## src/rtl/mc_ctrl_pkg.sv

```systemverilog
// Shared types and encodings for the multi-cycle MIPS main control unit.
package mc_ctrl_pkg;

  typedef enum logic [3:0] {
    S_IDLE      = 4'd0,
    S_FETCH     = 4'd1,
    S_DECODE    = 4'd2,
    S_MEM_ADDR  = 4'd3,
    S_MEM_RD    = 4'd4,
    S_LW_WB     = 4'd5,
    S_MEM_WR    = 4'd6,
    S_R_EXEC    = 4'd7,
    S_R_WB      = 4'd8,
    S_BRANCH    = 4'd9,
    S_JUMP      = 4'd10,
    S_ADDI_EXEC = 4'd11,
    S_ADDI_WB   = 4'd12
  } state_t;

  localparam logic [5:0] OP_RTYPE = 6'b000000;
  localparam logic [5:0] OP_LW    = 6'b100011;
  localparam logic [5:0] OP_SW    = 6'b101011;
  localparam logic [5:0] OP_BEQ   = 6'b000100;
  localparam logic [5:0] OP_J     = 6'b000010;
  localparam logic [5:0] OP_ADDI  = 6'b001000;

  localparam logic [5:0] FUNCT_SLL = 6'b000000;
  localparam logic [5:0] FUNCT_SRL = 6'b000010;

  localparam logic [1:0] ALUOP_ADD   = 2'b00;
  localparam logic [1:0] ALUOP_SUB   = 2'b01;
  localparam logic [1:0] ALUOP_FUNCT = 2'b10;
  localparam logic [1:0] ALUOP_SHIFT = 2'b11;

  localparam logic [1:0] SRCB_B      = 2'b00;
  localparam logic [1:0] SRCB_FOUR   = 2'b01;
  localparam logic [1:0] SRCB_IMM    = 2'b10;
  localparam logic [1:0] SRCB_IMM_SH = 2'b11;

  localparam logic [1:0] PCSRC_ALU    = 2'b00;
  localparam logic [1:0] PCSRC_ALUOUT = 2'b01;
  localparam logic [1:0] PCSRC_JUMP   = 2'b10;

  // States that wait on the memory handshake and are covered by the watchdog.
  function automatic logic is_mem_state(input state_t s);
    return (s == S_FETCH) || (s == S_MEM_RD) || (s == S_MEM_WR);
  endfunction

endpackage

```

## src/rtl/mc_control_fsm_wait_timer.sv

```systemverilog
// Memory wait counter with timeout compare for the control FSM watchdog.
module mem_wait_timer #(
  parameter int TIMEOUT = 16,
  parameter int CNT_W   = 5
) (
  input  logic clk,
  input  logic rst_n,
  input  logic clr,
  input  logic en,
  input  logic ready,
  output logic expired
);

  logic [CNT_W-1:0] cnt_r;

  // Wait-cycle counter: cleared on entry to a memory state, counts stalled cycles.
  always_ff @(posedge clk or negedge rst_n) begin
    if (!rst_n) begin
      cnt_r <= '0;
    end else if (clr) begin
      cnt_r <= '0;
    end else if (en && !ready) begin
      cnt_r <= cnt_r + CNT_W'(1);
    end
  end

  // The stall cycle that would make TIMEOUT waits is the expiring one.
  assign expired = en && !ready && (cnt_r == CNT_W'(TIMEOUT - 1));

endmodule

```

## src/rtl/mc_control_fsm.sv

```systemverilog
// Multi-cycle MIPS main control FSM with memory handshake watchdog.
// Build option: define SHIFT_OP_EN to drive alu_op=11 for sll/srl in R_EXEC.
module mc_control_fsm
  import mc_ctrl_pkg::*;
#(
  parameter int TIMEOUT = 16,
  parameter int CNT_W   = 5
) (
  input  logic       clk,
  input  logic       rst_n,
  input  logic [5:0] opcode,
  input  logic [5:0] funct,
  input  logic       zero,
  input  logic       mem_ready,
  output logic       pc_write,
  output logic       pc_write_cond,
  output logic       i_or_d,
  output logic       mem_read,
  output logic       mem_write,
  output logic       ir_write,
  output logic       mem_to_reg,
  output logic       reg_dst,
  output logic       reg_write,
  output logic       alu_src_a,
  output logic [1:0] alu_src_b,
  output logic [1:0] alu_op,
  output logic [1:0] pc_source,
  output logic       illegal_op,
  output logic       mem_err
);

  state_t state_r;
  state_t state_next_s;
  logic   wait_clr_s;
  logic   wait_en_s;
  logic   expired_s;
  logic   unused_ok_s;

  // zero qualifies pc_write_cond in the datapath; funct only matters with shifts enabled.
  assign unused_ok_s = ^{zero, funct};

  // State register.
  always_ff @(posedge clk or negedge rst_n) begin
    if (!rst_n) begin
      state_r <= S_IDLE;
    end else begin
      state_r <= state_next_s;
    end
  end

  // A timed-out FETCH re-enters itself, so it must clear the counter too.
  assign wait_en_s  = is_mem_state(state_r);
  assign wait_clr_s = is_mem_state(state_next_s) && ((state_next_s != state_r) || expired_s);

  mem_wait_timer #(
    .TIMEOUT (TIMEOUT),
    .CNT_W   (CNT_W)
  ) u_wait (
    .clk     (clk),
    .rst_n   (rst_n),
    .clr     (wait_clr_s),
    .en      (wait_en_s),
    .ready   (mem_ready),
    .expired (expired_s)
  );

  // Next-state and output decode from the registered state.
  always_comb begin
    state_next_s  = state_r;
    pc_write      = 1'b0;
    pc_write_cond = 1'b0;
    i_or_d        = 1'b0;
    mem_read      = 1'b0;
    mem_write     = 1'b0;
    ir_write      = 1'b0;
    mem_to_reg    = 1'b0;
    reg_dst       = 1'b0;
    reg_write     = 1'b0;
    alu_src_a     = 1'b0;
    alu_src_b     = SRCB_B;
    alu_op        = ALUOP_ADD;
    pc_source     = PCSRC_ALU;
    illegal_op    = 1'b0;
    mem_err       = 1'b0;
    case (state_r)
      S_IDLE: state_next_s = S_FETCH;
      S_FETCH: begin
        mem_read  = 1'b1;
        alu_src_b = SRCB_FOUR;
        if (mem_ready) begin
          ir_write     = 1'b1;
          pc_write     = 1'b1;
          state_next_s = S_DECODE;
        end else if (expired_s) begin
          mem_err      = 1'b1;
          state_next_s = S_FETCH;
        end else begin
          state_next_s = S_FETCH;
        end
      end
      S_DECODE: begin
        alu_src_b = SRCB_IMM_SH;
        case (opcode)
          OP_RTYPE:     state_next_s = S_R_EXEC;
          OP_LW, OP_SW: state_next_s = S_MEM_ADDR;
          OP_BEQ:       state_next_s = S_BRANCH;
          OP_J:         state_next_s = S_JUMP;
          OP_ADDI:      state_next_s = S_ADDI_EXEC;
          default: begin
            illegal_op   = 1'b1;
            state_next_s = S_FETCH;
          end
        endcase
      end
      S_R_EXEC: begin
        alu_src_a = 1'b1;
        alu_op    = ALUOP_FUNCT;
`ifdef SHIFT_OP_EN
        if ((opcode == OP_RTYPE) && ((funct == FUNCT_SLL) || (funct == FUNCT_SRL))) begin
          alu_op = ALUOP_SHIFT;
        end else begin
          alu_op = ALUOP_FUNCT;
        end
`endif
        state_next_s = S_R_WB;
      end
      S_R_WB: begin
        reg_dst      = 1'b1;
        reg_write    = 1'b1;
        state_next_s = S_FETCH;
      end
      S_MEM_ADDR: begin
        alu_src_a = 1'b1;
        alu_src_b = SRCB_IMM;
        if (opcode == OP_LW) begin
          state_next_s = S_MEM_RD;
        end else begin
          state_next_s = S_MEM_WR;
        end
      end
      S_MEM_RD: begin
        mem_read = 1'b1;
        i_or_d   = 1'b1;
        if (mem_ready) begin
          state_next_s = S_LW_WB;
        end else if (expired_s) begin
          mem_err      = 1'b1;
          state_next_s = S_FETCH;
        end else begin
          state_next_s = S_MEM_RD;
        end
      end
      S_LW_WB: begin
        mem_to_reg   = 1'b1;
        reg_write    = 1'b1;
        state_next_s = S_FETCH;
      end
      S_MEM_WR: begin
        i_or_d = 1'b1;
        // The write strobe is withheld on the abort cycle so the store is dropped.
        if (mem_ready) begin
          mem_write    = 1'b1;
          state_next_s = S_FETCH;
        end else if (expired_s) begin
          mem_err      = 1'b1;
          state_next_s = S_FETCH;
        end else begin
          mem_write    = 1'b1;
          state_next_s = S_MEM_WR;
        end
      end
      S_BRANCH: begin
        alu_src_a     = 1'b1;
        alu_op        = ALUOP_SUB;
        pc_write_cond = 1'b1;
        pc_source     = PCSRC_ALUOUT;
        state_next_s  = S_FETCH;
      end
      S_JUMP: begin
        pc_write     = 1'b1;
        pc_source    = PCSRC_JUMP;
        state_next_s = S_FETCH;
      end
      S_ADDI_EXEC: begin
        alu_src_a    = 1'b1;
        alu_src_b    = SRCB_IMM;
        state_next_s = S_ADDI_WB;
      end
      S_ADDI_WB: begin
        reg_write    = 1'b1;
        state_next_s = S_FETCH;
      end
      default: state_next_s = S_IDLE;
    endcase
  end

endmodule
```

## config.mk

```make
export PLATFORM = sky130hd
export DESIGN_NAME = mc_control_fsm
export DESIGN_NICKNAME = d
export VERILOG_FILES = /design/src/rtl/mc_ctrl_pkg.sv /design/src/rtl/mc_control_fsm_wait_timer.sv /design/src/rtl/mc_control_fsm.sv
export SDC_FILE = /design/constraint.sdc
export NUM_CORES = 1
export LEC_CHECK = 0
export ABC_CLOCK_PERIOD_IN_PS = 2420
export BUFFER_PORTS_ARGS = -buffer_cell sky130_fd_sc_hd__buf_2
export CAP_MARGIN = 5
export CORE_MARGIN = 3
export CORE_UTILIZATION = 44
export CTS_BUF_LIST = sky130_fd_sc_hd__clkbuf_8 sky130_fd_sc_hd__clkbuf_16
export CTS_CLUSTER_DIAMETER = 150
export CTS_CLUSTER_SIZE = 12
export DETAILED_ROUTE_END_ITERATION = 10
export PLACE_DENSITY = 0.71
export SETUP_SLACK_MARGIN = 0.15
export SYNTH_ARGS = -nofsm -noshare
export SYNTH_HDL_FRONTEND = slang
export SYNTH_SLANG_ARGS = --single-unit
```

## constraint.sdc

```tcl
create_clock -name clk -period 2.42 [get_ports clk]
set_input_delay 0.363 -clock clk [delete_from_list [all_inputs] [get_ports clk]]
set_output_delay 0.363 -clock clk [all_outputs]
set_load 0.05 [all_outputs]
```

# Yosys cells after proc, flatten, opt, wreduce, memory -nomap -nowiden
# Cells that the tools add are included.
classes:
  addsub: 1
  n_eq_ne: 22
  n_reduce_logical: 21
  muxes: 31
ops:
  columns: ["operator", "n"]
  rows:
  - ["4-bit case mux with 8 select lines", 1]
  - ["4-bit by 3-bit equality test with 1-bit output (second input constant)", 6]
  - ["4-bit equality test (second input constant)", 5]
  - ["4-bit case mux with 5 select lines", 1]
  - ["1-bit two-way mux", 17]
  - ["6-bit equality test (second input constant)", 2]
  - ["3-bit two-way mux", 4]
  - ["6-bit OR reduction", 2]
  - ["5-bit two-way mux", 2]
  - ["4-bit by 1-bit equality test with 1-bit output (second input constant)", 2]
  - ["4-bit by 2-bit equality test with 1-bit output (second input constant)", 2]
  - ["2-bit case mux with 2 select lines", 2]
  - ["2-bit OR reduction", 4]
  - ["6-bit by 2-bit equality test with 1-bit output (second input constant)", 1]
  - ["6-bit by 3-bit equality test with 1-bit output (second input constant)", 1]
  - ["6-bit by 4-bit equality test with 1-bit output (second input constant)", 1]
  - ["6-bit zero test", 1]
  - ["2-bit case mux with 3 select lines", 1]
  - ["3-bit OR reduction", 2]
  - ["5-bit by 1-bit adder with 5-bit output (second input constant)", 1]
  - ["5-bit by 4-bit equality test with 1-bit output (second input constant)", 1]
  - ["1-bit logical OR", 5]
  - ["4-bit zero test", 1]
  - ["2-bit two-way mux", 2]
  - ["other kinds (6)", 8]
totals:
  out_inout_bits: 18
  regBits: 9
  wordCells: 77
  input_bits: 16

# Depth between registers and ports, before layout
logic_depth:
  word_depth: 13
  mapped_depth: 9
  mapped_depth_nobuf: 9

# By module
# Synthesis repeated with hierarchy kept, for this count alone.
hier_totals:
  hier_cells: 121
  area_unflattened_um2: 979.7
modules_own_cells:
  columns: ["mod", "seq_area_each_um2", "area_each_um2", "cells_each", "n_inst"]
  rows:
  - ["mc_control_fsm", 100.1, 684.4, 96, 1]
  - ["mem_wait_timer", 125.1, 295.3, 25, 1]

# Least setup slack after synthesis
# No wires, ideal clock.
synth_timing:
  path_kind: "reg2out"
  start: "register state_r[2]"
  end: "output port mem_write"
  arrival_time_ns: 2.399
  setup_slack_ns: -0.342
  t_required_ns: 2.057
  path_stages_with_launch: 7
  path_buffers: 1
  cell_sequence: "dfrtp_1 -> buf_4 -> inv_1 -> mux2i_1 -> nor3b_2 -> and2_1 -> nor3_1"
synth_between:
  elab_chain_len: 8
  elab_cells_between_ends: 10
  classes_between: "eq/ne (3); mux (3); reduce/logical (4)"
synth_lines:
  columns: ["element", "line_no", "source"]
  rows:
  - ["start: declaration", "mc_control_fsm.sv:32", "state_t state_r;"]
  - ["start signal: assignment", "mc_control_fsm.sv:47", "state_r <= state_next_s;"]
  - ["4-bit by 1-bit equality test with 1-bit output / 4-bit by 3-bit equality test with 1-bit output (equally long branches)", "mc_ctrl_pkg.sv:46", "return (s == S_FETCH) || (s == S_MEM_RD) || (s == S_MEM_WR);"]
  - ["1-bit logical OR (2 in a row)", "mc_ctrl_pkg.sv:46", null]
  - ["1-bit logical AND (2 in a row)", "mc_control_fsm_wait_timer.sv:28", "assign expired = en && !ready && (cnt_r == CNT_W'(TIMEOUT - 1));"]
  - ["1-bit two-way mux", "mc_control_fsm.sv:164", "end else if (expired_s) begin"]
  - ["1-bit two-way mux", "mc_control_fsm.sv:161", "if (mem_ready) begin"]
  - ["1-bit two-way mux (*)", "mc_control_fsm.sv:85", "case (state_r)"]
  - ["end: declaration", "mc_control_fsm.sv:19", "output logic mem_write,"]
# Mark *: on every way between the ends. The rest lies on a longest branch, timed or not.

# Final worst setup path
layout_timing:
  start: "register u_wait.cnt_r[1]"
  end: "register u_wait.cnt_r[2]"
layout_between:
  elab_chain_len: 10
  elab_cells_between_ends: 19
  classes_between: "add/sub (1); eq/ne (5); mux (7); reduce/logical (6)"
layout_lines:
  columns: ["element", "line_no", "source"]
  rows:
  - ["start: declaration", "mc_control_fsm_wait_timer.sv:14", "logic [CNT_W-1:0] cnt_r;"]
  - ["start signal: assignment", "mc_control_fsm_wait_timer.sv:23", "cnt_r <= cnt_r + CNT_W'(1);"]
  - ["5-bit by 4-bit equality test with 1-bit output (*)", "mc_control_fsm_wait_timer.sv:28", null]
  - ["1-bit logical AND (*)", "mc_control_fsm_wait_timer.sv:28", null]
  - ["3-bit two-way mux, on equally long branches", "mc_control_fsm.sv:164, mc_control_fsm.sv:146", null]
  - ["3-bit two-way mux, on equally long branches", "mc_control_fsm.sv:161, mc_control_fsm.sv:144", null]
  - ["4-bit case mux with 8 select lines (*)", "mc_control_fsm.sv:85", null]
  - ["via state_next_s[2]", "mc_control_fsm.sv:33", "state_t state_next_s;"]
  - ["4-bit by 1-bit equality test with 1-bit output / 4-bit by 3-bit equality test with 1-bit output (equally long branches)", "mc_ctrl_pkg.sv:46", null]
  - ["1-bit logical OR (2 in a row)", "mc_ctrl_pkg.sv:46", null]
  - ["1-bit logical AND (*)", "mc_control_fsm.sv:53", "assign wait_clr_s = is_mem_state(state_next_s) && ((state_next_s != state_r) || expired_s);"]
  - ["5-bit two-way mux / 2-bit nonzero test (equally long branches)", null, null]
# The timed path passes the listed nets; every way through them passes the cells marked *. The select of a mux whose other input is x is not followed.
# A chain may end at the register's enable or synchronous reset.

==> flow_summary_export.csv <==
group,metric,value,unit
worst_setup_path,cp_top_family,"simple AND/OR/NAND/NOR gates",
power,p_leak,0.609,nW
floorplanning,core,1840,um^2
synth,synth_area,915,um^2
power,pwr_density_cell,1300,nW/um^2
sta,setup_slack,0.129,ns
routing,met1_length,1070,um
sta,fin_skew,0.00491,ns
synth,yosysWarnings,0,
floorplanning,dieArea,2660,um^2
global_route,grt_usage,19.6,%
sta,finalSetupViolations,0,
final_layout,num_antenna_cells,0,
synth,synth_edf_count,0,
global_route,grt-ovfl-total,0,
sta,max_slew.worst_pin.slew,0.323,ns
routing,drt-wirelength-per-cell,13.8,um
clocking,worstSkewPairLatency,0.23,ns
routing,routed-wl-met2,1190,um
global_route,grt_pass1_wl,4060,um
sta,period_needed,2.29,ns
worst_setup_path,cp-start-kind,"flop",
routing,dr.first_iter.drc_count,25,
final_layout,nets,168,
floorplanning,die_y,51.6,um
worst_setup_path,arrival,2.40,ns
floorplanning,rows,15,
routing,detail-route-antenna-nets,0,
clocking,cts_root_buffer,"clkbuf_8",
global_route,grt_max_degree,13,
routing,num_vias,994,
routing,top_layer_used,"met3",
clocking,clock_path_buffers,2,
worst_setup_path,cpMaxStageDelayCell,"dfrtp_1",
synth,syn-num-nets,130,
synth,async_flop_share,100,%
sta,min_period_over_period,94.7,%
worst_setup_path,slowest_delay,0.39,ns
global_route,grt_pass1_vias,914,
routing,viasPerCell,5.71,
clocking,cts_buffers,3,
run_status,outcome,"finished, final reports clean",
routing,wl_met3,146,um
synth,synthCells,112,
sta,hold_viol,0,
placement,place_congestion,0.808,
final_layout,final_util,67.9,%
sta,final_max_slew_viol_count,0,
floorplanning,die_w,51.6,um
routing,drc,0,
worst_setup_path,crit_type,"flop to flop",
placement,portBuffers,26,
clocking,cts_tree,"done",
routing,drt-pass1-iter-count,4,
final_layout,area_delta_synth_final,36.5,%
power,ir_drop,626,uV
min_path,worstHoldPathType,"input port to async pin",
worst_setup_path,path_max_fanout,5,
synth,synth.distinct_cells,49,
sta,max_slew_margin,78.1,%
clocking,cts-htree-levels,1,
routing,wirelength,2400,um
synth,synth_ff_type,"dfrtp_1",
placement,hpwl,1730,um
clocking,clock_sinks,9,
run,drv_cap,0,
synth,avgSynthCellArea,8.17,um^2
worst_setup_path,critPathBufInv,1,
synth,yosysSeqAreaShare,24.6,%
placement,place_ws,-0.103,ns
synth,ys_ff_latch,9,
floorplanning,start_util,49.7,%
worst_setup_path,crit_chain,"ha_2 > and3_4 > ha_4 > nor2b_4 > a2111oi_4 > or3_4 > buf_4 > nand3_1 > a221oi_4 > nor2_1",
worst_setup_path,crit_required,2.53,ns
final_layout,fill_cells,169,
floorplanning,top_level_ports,34,
sta,fmax,0.436,GHz
global_route,antenna_found_initial,0,
worst_setup_path,cp-end-kind,"flop",
final_layout,drive_gt1_share,40.3,%
sta,rsz0062_at_grt,"yes",
clocking,clk_pin_slew,0.05,ns
==> final timing paths <==
kind,start,to,slack [ns],cells past startpoint
min in group clk,u_wait.cnt_r[3],u_wait.cnt_r[3],0.58,2
max in group asynchronous,rst_n,state_r[2],1.70,2
hold / removal,rst_n,u_wait.cnt_r[3],0.53,2
hold reg to reg,u_wait.cnt_r[3],u_wait.cnt_r[3],0.58,2
setup reg to reg,u_wait.cnt_r[1],u_wait.cnt_r[2],0.13,10
setup / recovery,u_wait.cnt_r[1],u_wait.cnt_r[2],0.13,10
==> cell usage after synthesis (2+ instances only) <==
cell type	n	share of area, %
nand2b_1	2	1.4
o211a_1	2	2.2
and3_1	3	2.1
o22a_1	2	1.9
nor2b_1	3	2.1
xor2_1	3	2.9
nand3_1	2	1.1
buf_2	3	1.6
inv_1	3	1.2
buf_4	2	1.6
nor2_1	18	7.4
nor3_1	5	2.7
dfrtp_1	9	25
ha_1	2	2.7
mux2i_1	2	2.2
clkbuf_1	2	0.82
xnor2_1	3	2.9
nand3b_1	2	1.6
o21ai_0	2	1.1
a21oi_1	7	3.8
nand2_1	7	2.9
==> kinds of logic after synthesis <==
kind of cell | after synthesis | share of synthesized area, %
muxes | 4 | 5.06
xor gates and xnor gates | 6 | 5.75
adders and majority gates | 2 | 2.74
DFF | 9 | 24.6
buffers and inverters | 10 | 5.33
AOI/OAI and AO/OA | 23 | 20.2
and+or+nand+nor | 58 | 36.3
==> per-stage QoR <==
| step | hold WS [ns] | instances | power [mW] | TNS, ns | area (um^2) |
|---|---|---|---|---|---|
| floorplan | 0.0674 | 112 | 1.14 | 0 | 925 |
| global placement | 0.218 | 166 | 1.37 | -0.261 | 1120 |
| detailed placement | 0.215 | 166 | 1.39 | -0.465 | 1120 |
| CTS | 0.499 | 174 | 1.61 | 0 | 1250 |
| global route | 0.530 | 174 | 1.72 | -0.0475 | 1250 |
| finish | 0.528 | 174 | 1.62 | 0 | 1250 |
==> layout make-up <==
type | count | area [um^2] | area share [%]
Multi-Input combinational cell | 93 | 696 | 55.7
Timing Repair Buffer | 40 | 238 | 19.0
Sequential cell | 9 | 228 | 18.2
Clock buffer | 3 | 41.3 | 3.31
Tap cell | 25 | 31.3 | 2.51
Inverter | 3 | 11.3 | 0.902
Clock inverter | 1 | 3.75 | 0.301
==> metal layers <==
metal	up-vias	global-route usage [%]
met5	-	0
met4	0	3.93
met3	0	4.01
met2	37	36.4
met1	475	23.0
li1	482	-
==> worst reg2reg max path, stage by stage (launching register included) <==
cell and delay, ns:
dfrtp_1 0.39, ha_2 0.19, and3_4 0.18, ha_4 0.16
nor2b_4 0.13, a2111oi_4 0.23, or3_4 0.19, buf_4 0.10
nand3_1 0.11, a221oi_4 0.38, nor2_1 0.09
==> placed cells by master, fill, tap and decap left out, drive strengths merged, types with 2 or more instances in the layout <==
master / instances
o22a: 3
nand3: 2
nor2b: 3
mux2: 2
nand2: 8
nand2b: 2
clkbuf: 3
xnor2: 3
a21oi: 7
nor2: 18
nand3b: 2
dfrtp: 9
mux2i: 2
xor2: 3
nor4b: 2
nor3: 6
inv: 4
ha: 2
o21ai: 3
o211a: 2
and3: 3
nor3b: 2
buf: 39
==> repair_timing <==
| item | CTS | global route |
|---|---|---|
| endpoints found under the hold margin | 9 | 0 |
| buffers inserted | 3 | 0 |
| setup endpoints to repair | 5 | 7 |
| hold buffers | 1 | 0 |
| pin swaps | 10 | 6 |
| gates resized for setup | 8 | 2 |
| gates cloned | 0 | 0 |
==> flip-flops by register name, indices dropped and copies added (netlist names) <==
| signal | cells |
|---|---|
| state_r | 4 |
| u_wait.cnt_r | 5 |
==> where the power goes <==
group	internal (mW)	total (mW)	switching (mW)
sequential	0.192	0.276	0.0839
combinational	0.432	1.17	0.741
clock	0.110	0.170	0.0598
total	0.735	1.62	0.885
Note: power is estimated with default switching activity, not from simulation.
